File: config.mk
export PLATFORM = sky130hd
export DESIGN_NAME = swi_debounce
export DESIGN_NICKNAME = d
export VERILOG_FILES = /design/src/rtl/swi_debounce.sv
export SDC_FILE = /design/constraint.sdc
export NUM_CORES = 1
export LEC_CHECK = 0
export ABC_AREA = 0
export CAP_MARGIN = 20
export CORE_MARGIN = 2
export CORE_UTILIZATION = 50
export DETAILED_ROUTE_END_ITERATION = 10
export HOLD_SLACK_MARGIN = 0.15
export PLACE_DENSITY = 0.86
export SLEW_MARGIN = 25
export SYNTH_ARGS = -nofsm -noshare
export SYNTH_HDL_FRONTEND = slang
export SYNTH_SLANG_ARGS = --single-unit
File: constraint.sdc
create_clock -name clk_2 -period 1.7 [get_ports clk_2]
set_input_delay 0.51 -clock clk_2 [delete_from_list [all_inputs] [get_ports clk_2]]
set_output_delay 0.51 -clock clk_2 [all_outputs]
set_load 0.05 [all_outputs]
File: src/rtl/swi_debounce.sv
// Switch-bank input conditioning: a two-flop synchronizer per bit, then a
// per-bit consecutive-sample debounce counter. Produces a clean switch vector,
// one-cycle rise/fall strobes, a combined change strobe and a busy flag.
module swi_debounce #(
  parameter int NBITS           = 8,
  parameter int DEBOUNCE_CYCLES = 4,
  localparam int CW             = $clog2(DEBOUNCE_CYCLES + 1)
) (
  input  logic             clk_2,
  input  logic             reset_n,
  input  logic [NBITS-1:0] SWI,
  output logic [NBITS-1:0] stable_o,
  output logic [NBITS-1:0] rise_o,
  output logic [NBITS-1:0] fall_o,
  output logic             any_change_o,
  output logic             busy_o
);

  // Count value on which a differing sample is finally accepted.
  localparam logic [CW-1:0] CNT_LAST = CW'(DEBOUNCE_CYCLES - 1);

  logic [NBITS-1:0] sync1;
  logic [NBITS-1:0] sync2;
  logic [CW-1:0]    cnt     [NBITS];
  logic [CW-1:0]    cnt_nxt [NBITS];
  logic [NBITS-1:0] stable_nxt;
  logic [NBITS-1:0] rise_nxt;
  logic [NBITS-1:0] fall_nxt;
  logic             busy_nxt;

  // Two-stage synchronizer for the asynchronous switch inputs.
  always_ff @(posedge clk_2) begin
    if (!reset_n) begin
      sync1 <= '0;
      sync2 <= '0;
    end else begin
      sync1 <= SWI;
      sync2 <= sync1;
    end
  end

  // Per-bit debounce decision: count differing samples, accept on the last one.
  always_comb begin
    stable_nxt = stable_o;
    rise_nxt   = '0;
    fall_nxt   = '0;
    busy_nxt   = 1'b0;
    for (int i = 0; i < NBITS; i++) begin
      cnt_nxt[i] = '0;
      if (sync2[i] != stable_o[i]) begin
        if (cnt[i] == CNT_LAST) begin
          stable_nxt[i] = sync2[i];
          rise_nxt[i]   = sync2[i];
          fall_nxt[i]   = ~sync2[i];
        end else begin
          cnt_nxt[i] = cnt[i] + CW'(1);
          busy_nxt   = 1'b1;
        end
      end
    end
  end

  // Debounce state and registered strobes; reset discards any count in progress.
  always_ff @(posedge clk_2) begin
    if (!reset_n) begin
      for (int i = 0; i < NBITS; i++) begin
        cnt[i] <= '0;
      end
      stable_o     <= '0;
      rise_o       <= '0;
      fall_o       <= '0;
      any_change_o <= 1'b0;
      busy_o       <= 1'b0;
    end else begin
      for (int i = 0; i < NBITS; i++) begin
        cnt[i] <= cnt_nxt[i];
      end
      stable_o     <= stable_nxt;
      rise_o       <= rise_nxt;
      fall_o       <= fall_nxt;
      any_change_o <= |(rise_nxt | fall_nxt);
      busy_o       <= busy_nxt;
    end
  end

endmodule

==> impl_metrics.env <==
export IMPL_yosysWarnings=0
export IMPL_crit_chain="buf_12"
export IMPL_setup_viol=0
export IMPL_cts_root_buf="clkbuf_8"
export IMPL_total_power_w=0.00289
export IMPL_setup_tns_ns=0
export IMPL_core_um2=4380
export IMPL_slew_headroom_pct=74.9
export IMPL_timing_fmax_mhz=675
export IMPL_cts_max_level=3
export IMPL_max_cap_violations=0
export IMPL_cts_resized=0
export IMPL_track_usage_pct=18.3
export IMPL_placed_cell_area_um2=3000
export IMPL_worst_path_max_fanout=5
export IMPL_slowest_stage="dfxtp_1"
export IMPL_drt_pass1_iterations=4
export IMPL_seq_area_frac_synth_pct=57.3
export IMPL_tritoncts="done"
export IMPL_final_cell_mix="dfxtp_1, nor2_1, buf_12, inv_1"
export IMPL_crit_path_start="stable_o[0]$_SDFFE_PN0P_"
export IMPL_drc=0
export IMPL_pin_count=36
export IMPL_area_growth_syn_to_layout_pct=37.8
export IMPL_post_place_ws_ns=-0.0456
export IMPL_place_congestion=0.728
export IMPL_min_delay_path_class="reg -> reg"
export IMPL_wl_um=4030
export IMPL_path_buf_inv=1
export IMPL_worst_slack_ns=0.218
export IMPL_min_period_ns=1.48
export IMPL_drive_gt1_share_pct=19.0
export IMPL_finalNetCount=289
export IMPL_r2r_start="cnt[1][6]$_SDFF_PP0_"
export IMPL_fin_area_um2=3180
export IMPL_numPortBuffers=35
export IMPL_p_leak_nw=1.26
export IMPL_critPathKind="reg -> out"
export IMPL_dieArea_um2=5170
export IMPL_period_share_pct=87.2
export IMPL_arrival_ns=0.97
export IMPL_std_cell_rows=24
export IMPL_yosysUniqueCellTypes=22
export IMPL_syn_area_per_cell_um2=10.6
export IMPL_critPathMaxStageDelay_ns=0.46
export IMPL_drt_wirelength_per_cell_um=12.6
export IMPL_numCtsBuffers=9
export IMPL_cts_path_max_buffers=2
export IMPL_clock_latency_ns=0.34
export IMPL_hold_worst_slack_ns=0.418
export IMPL_crit_path_end_kind="output pin"
export IMPL_postCtsSetupBuffers=0
export IMPL_clk_pin_slew_ns=0.07
export IMPL_grt_pass1_wl_um=7160
export IMPL_status="finished clean"
export IMPL_overflow=0
export IMPL_report_final_slew_viol_count=0
export IMPL_cp_top_family="flip-flops"
export IMPL_synth_seq_cells=66
export IMPL_clock_skew_ns=0.00570
export IMPL_route_vias_total=1564
export IMPL_ir_drop_mv=0.634
export IMPL_num_antenna_cells=0
export IMPL_die_x_um=71.9
export IMPL_initial_core_util_pct=52.6
export IMPL_drt_iter0_markers=98
export IMPL_multiInputGateArea_um2=875
export IMPL_via_per_inst=4.89
export IMPL_grt_antenna_before_repair=0
export IMPL_seq_area_um2=1320
export IMPL_fillers=283
export IMPL_die_h_um=71.9
export IMPL_required_ns=1.19
export IMPL_p_per_area_nw_per_um2=909
export IMPL_dp_hpwl_um=2930
export IMPL_clock_sinks=66
export IMPL_min_from="cnt[1][9]$_SDFF_PP0_"
export IMPL_startpoint_type="flop"
export IMPL_postRouteAntennaNets=0
export IMPL_grt_pass1_vias=1605
export IMPL_synth_area_um2=2310
export IMPL_postCtsHoldBufs=0
export IMPL_hold_violations=0
export IMPL_worst_slew_pin_slew_ns=0.373
export IMPL_syn_num_nets=243
export IMPL_syn_inst=217
export IMPL_rsz0062_at_grt="false"
export IMPL_final_common_cell="dfxtp_1"
export IMPL_grt_max_degree=17
[layer usage]
layer  GRT usage [%]  vias to the layer above  part of all wire, %
li1                -                      796                    -
met1            21.3                      725                   43
met2            29.6                       33                   50
met3            7.50                       10                  5.2
met4            8.18                        0                  1.9
met5               0                        -                    0
[cells by family after synthesis]
group | Yosys count | synth area share [%]
AO/OA/AOI/OAI | 10 | 4.34
XOR/XNOR | 8 | 3.04
adder cells (fa/ha/maj) | 16 | 8.68
buffers and inverters | 29 | 4.77
flip-flops | 66 | 57.3
multiplexers | 8 | 3.47
AND/OR/NAND/NOR | 80 | 18.4
[flip-flops by register name (all words and copies together) (netlist names)]
signal	flops
sync1	8
stable_o	8
any_change_o	1
busy_o	1
fall_o	8
rise_o	8
cnt	24
sync2	8
[final timing paths]
path                                to  cells past startpoint  slack, ns
hold reg to reg   cnt[1][9]$_SDFF_PP0_                      1       0.42
setup reg to reg  cnt[1][8]$_SDFF_PP0_                      4       0.32
setup / recovery           stable_o[0]                      1       0.22
hold / removal    cnt[1][9]$_SDFF_PP0_                      1       0.42
[layout make-up]
type                    instances  share of cell area, %
clock buffers                  14                   5.43
clock inverters                 2                  0.315
inverters                      25                   2.95
multi-input cells             122                   27.5
flip-flops and latches         66                   41.6
well taps                      52                   2.05
repair buffers                 39                   20.2
[cells in the mapped netlist]
| cell | n | area (um2) |
|---|---|---|
| a22oi_1 | 5 | 37.5 |
| a2bb2oi_1 | 1 | 8.76 |
| a32oi_1 | 1 | 8.76 |
| a41oi_1 | 1 | 8.76 |
| a41oi_2 | 1 | 16.3 |
| and2_1 | 16 | 100 |
| buf_2 | 1 | 5.00 |
| clkbuf_1 | 3 | 11.3 |
| dfxtp_1 | 66 | 1320 |
| ha_1 | 16 | 200 |
| inv_1 | 24 | 90.1 |
| inv_2 | 1 | 3.75 |
| mux2i_1 | 8 | 80.1 |
| nand2_1 | 8 | 30.0 |
| nand3_1 | 7 | 35.0 |
| nor2_1 | 29 | 109 |
| nor2_2 | 3 | 18.8 |
| nor3b_1 | 16 | 120 |
| o2bb2a_4 | 1 | 20.0 |
| or3_4 | 1 | 11.3 |
| xnor2_1 | 1 | 8.76 |
| xor2_1 | 7 | 61.3 |
[worst reg2reg max path: cells and delay by family (launching register included)]
kind / cells / cell delay (ns)
adder cells (fa/ha/maj): 2 / 0.46
flip-flops: 1 / 0.33
AND/OR/NAND/NOR: 2 / 0.53
[per-stage QoR]
stage / util [%] / instances
floorplan: - / 217
global placement: 68.3 / 304
detailed placement: 68.3 / 304
CTS: 72.5 / 320
global route: 72.5 / 320
finish: 72.5 / 320
[where the power goes]
part | total, W | switching (W) | internal, W | leakage (nW)
clock network | 0.00119 | 0.000545 | 0.000645 | 0.0965
logic | 0.000112 | 0.0000521 | 0.0000596 | 0.623
registers | 0.00159 | 0.0000156 | 0.00157 | 0.536
Note: power is estimated with default switching activity, not from simulation.
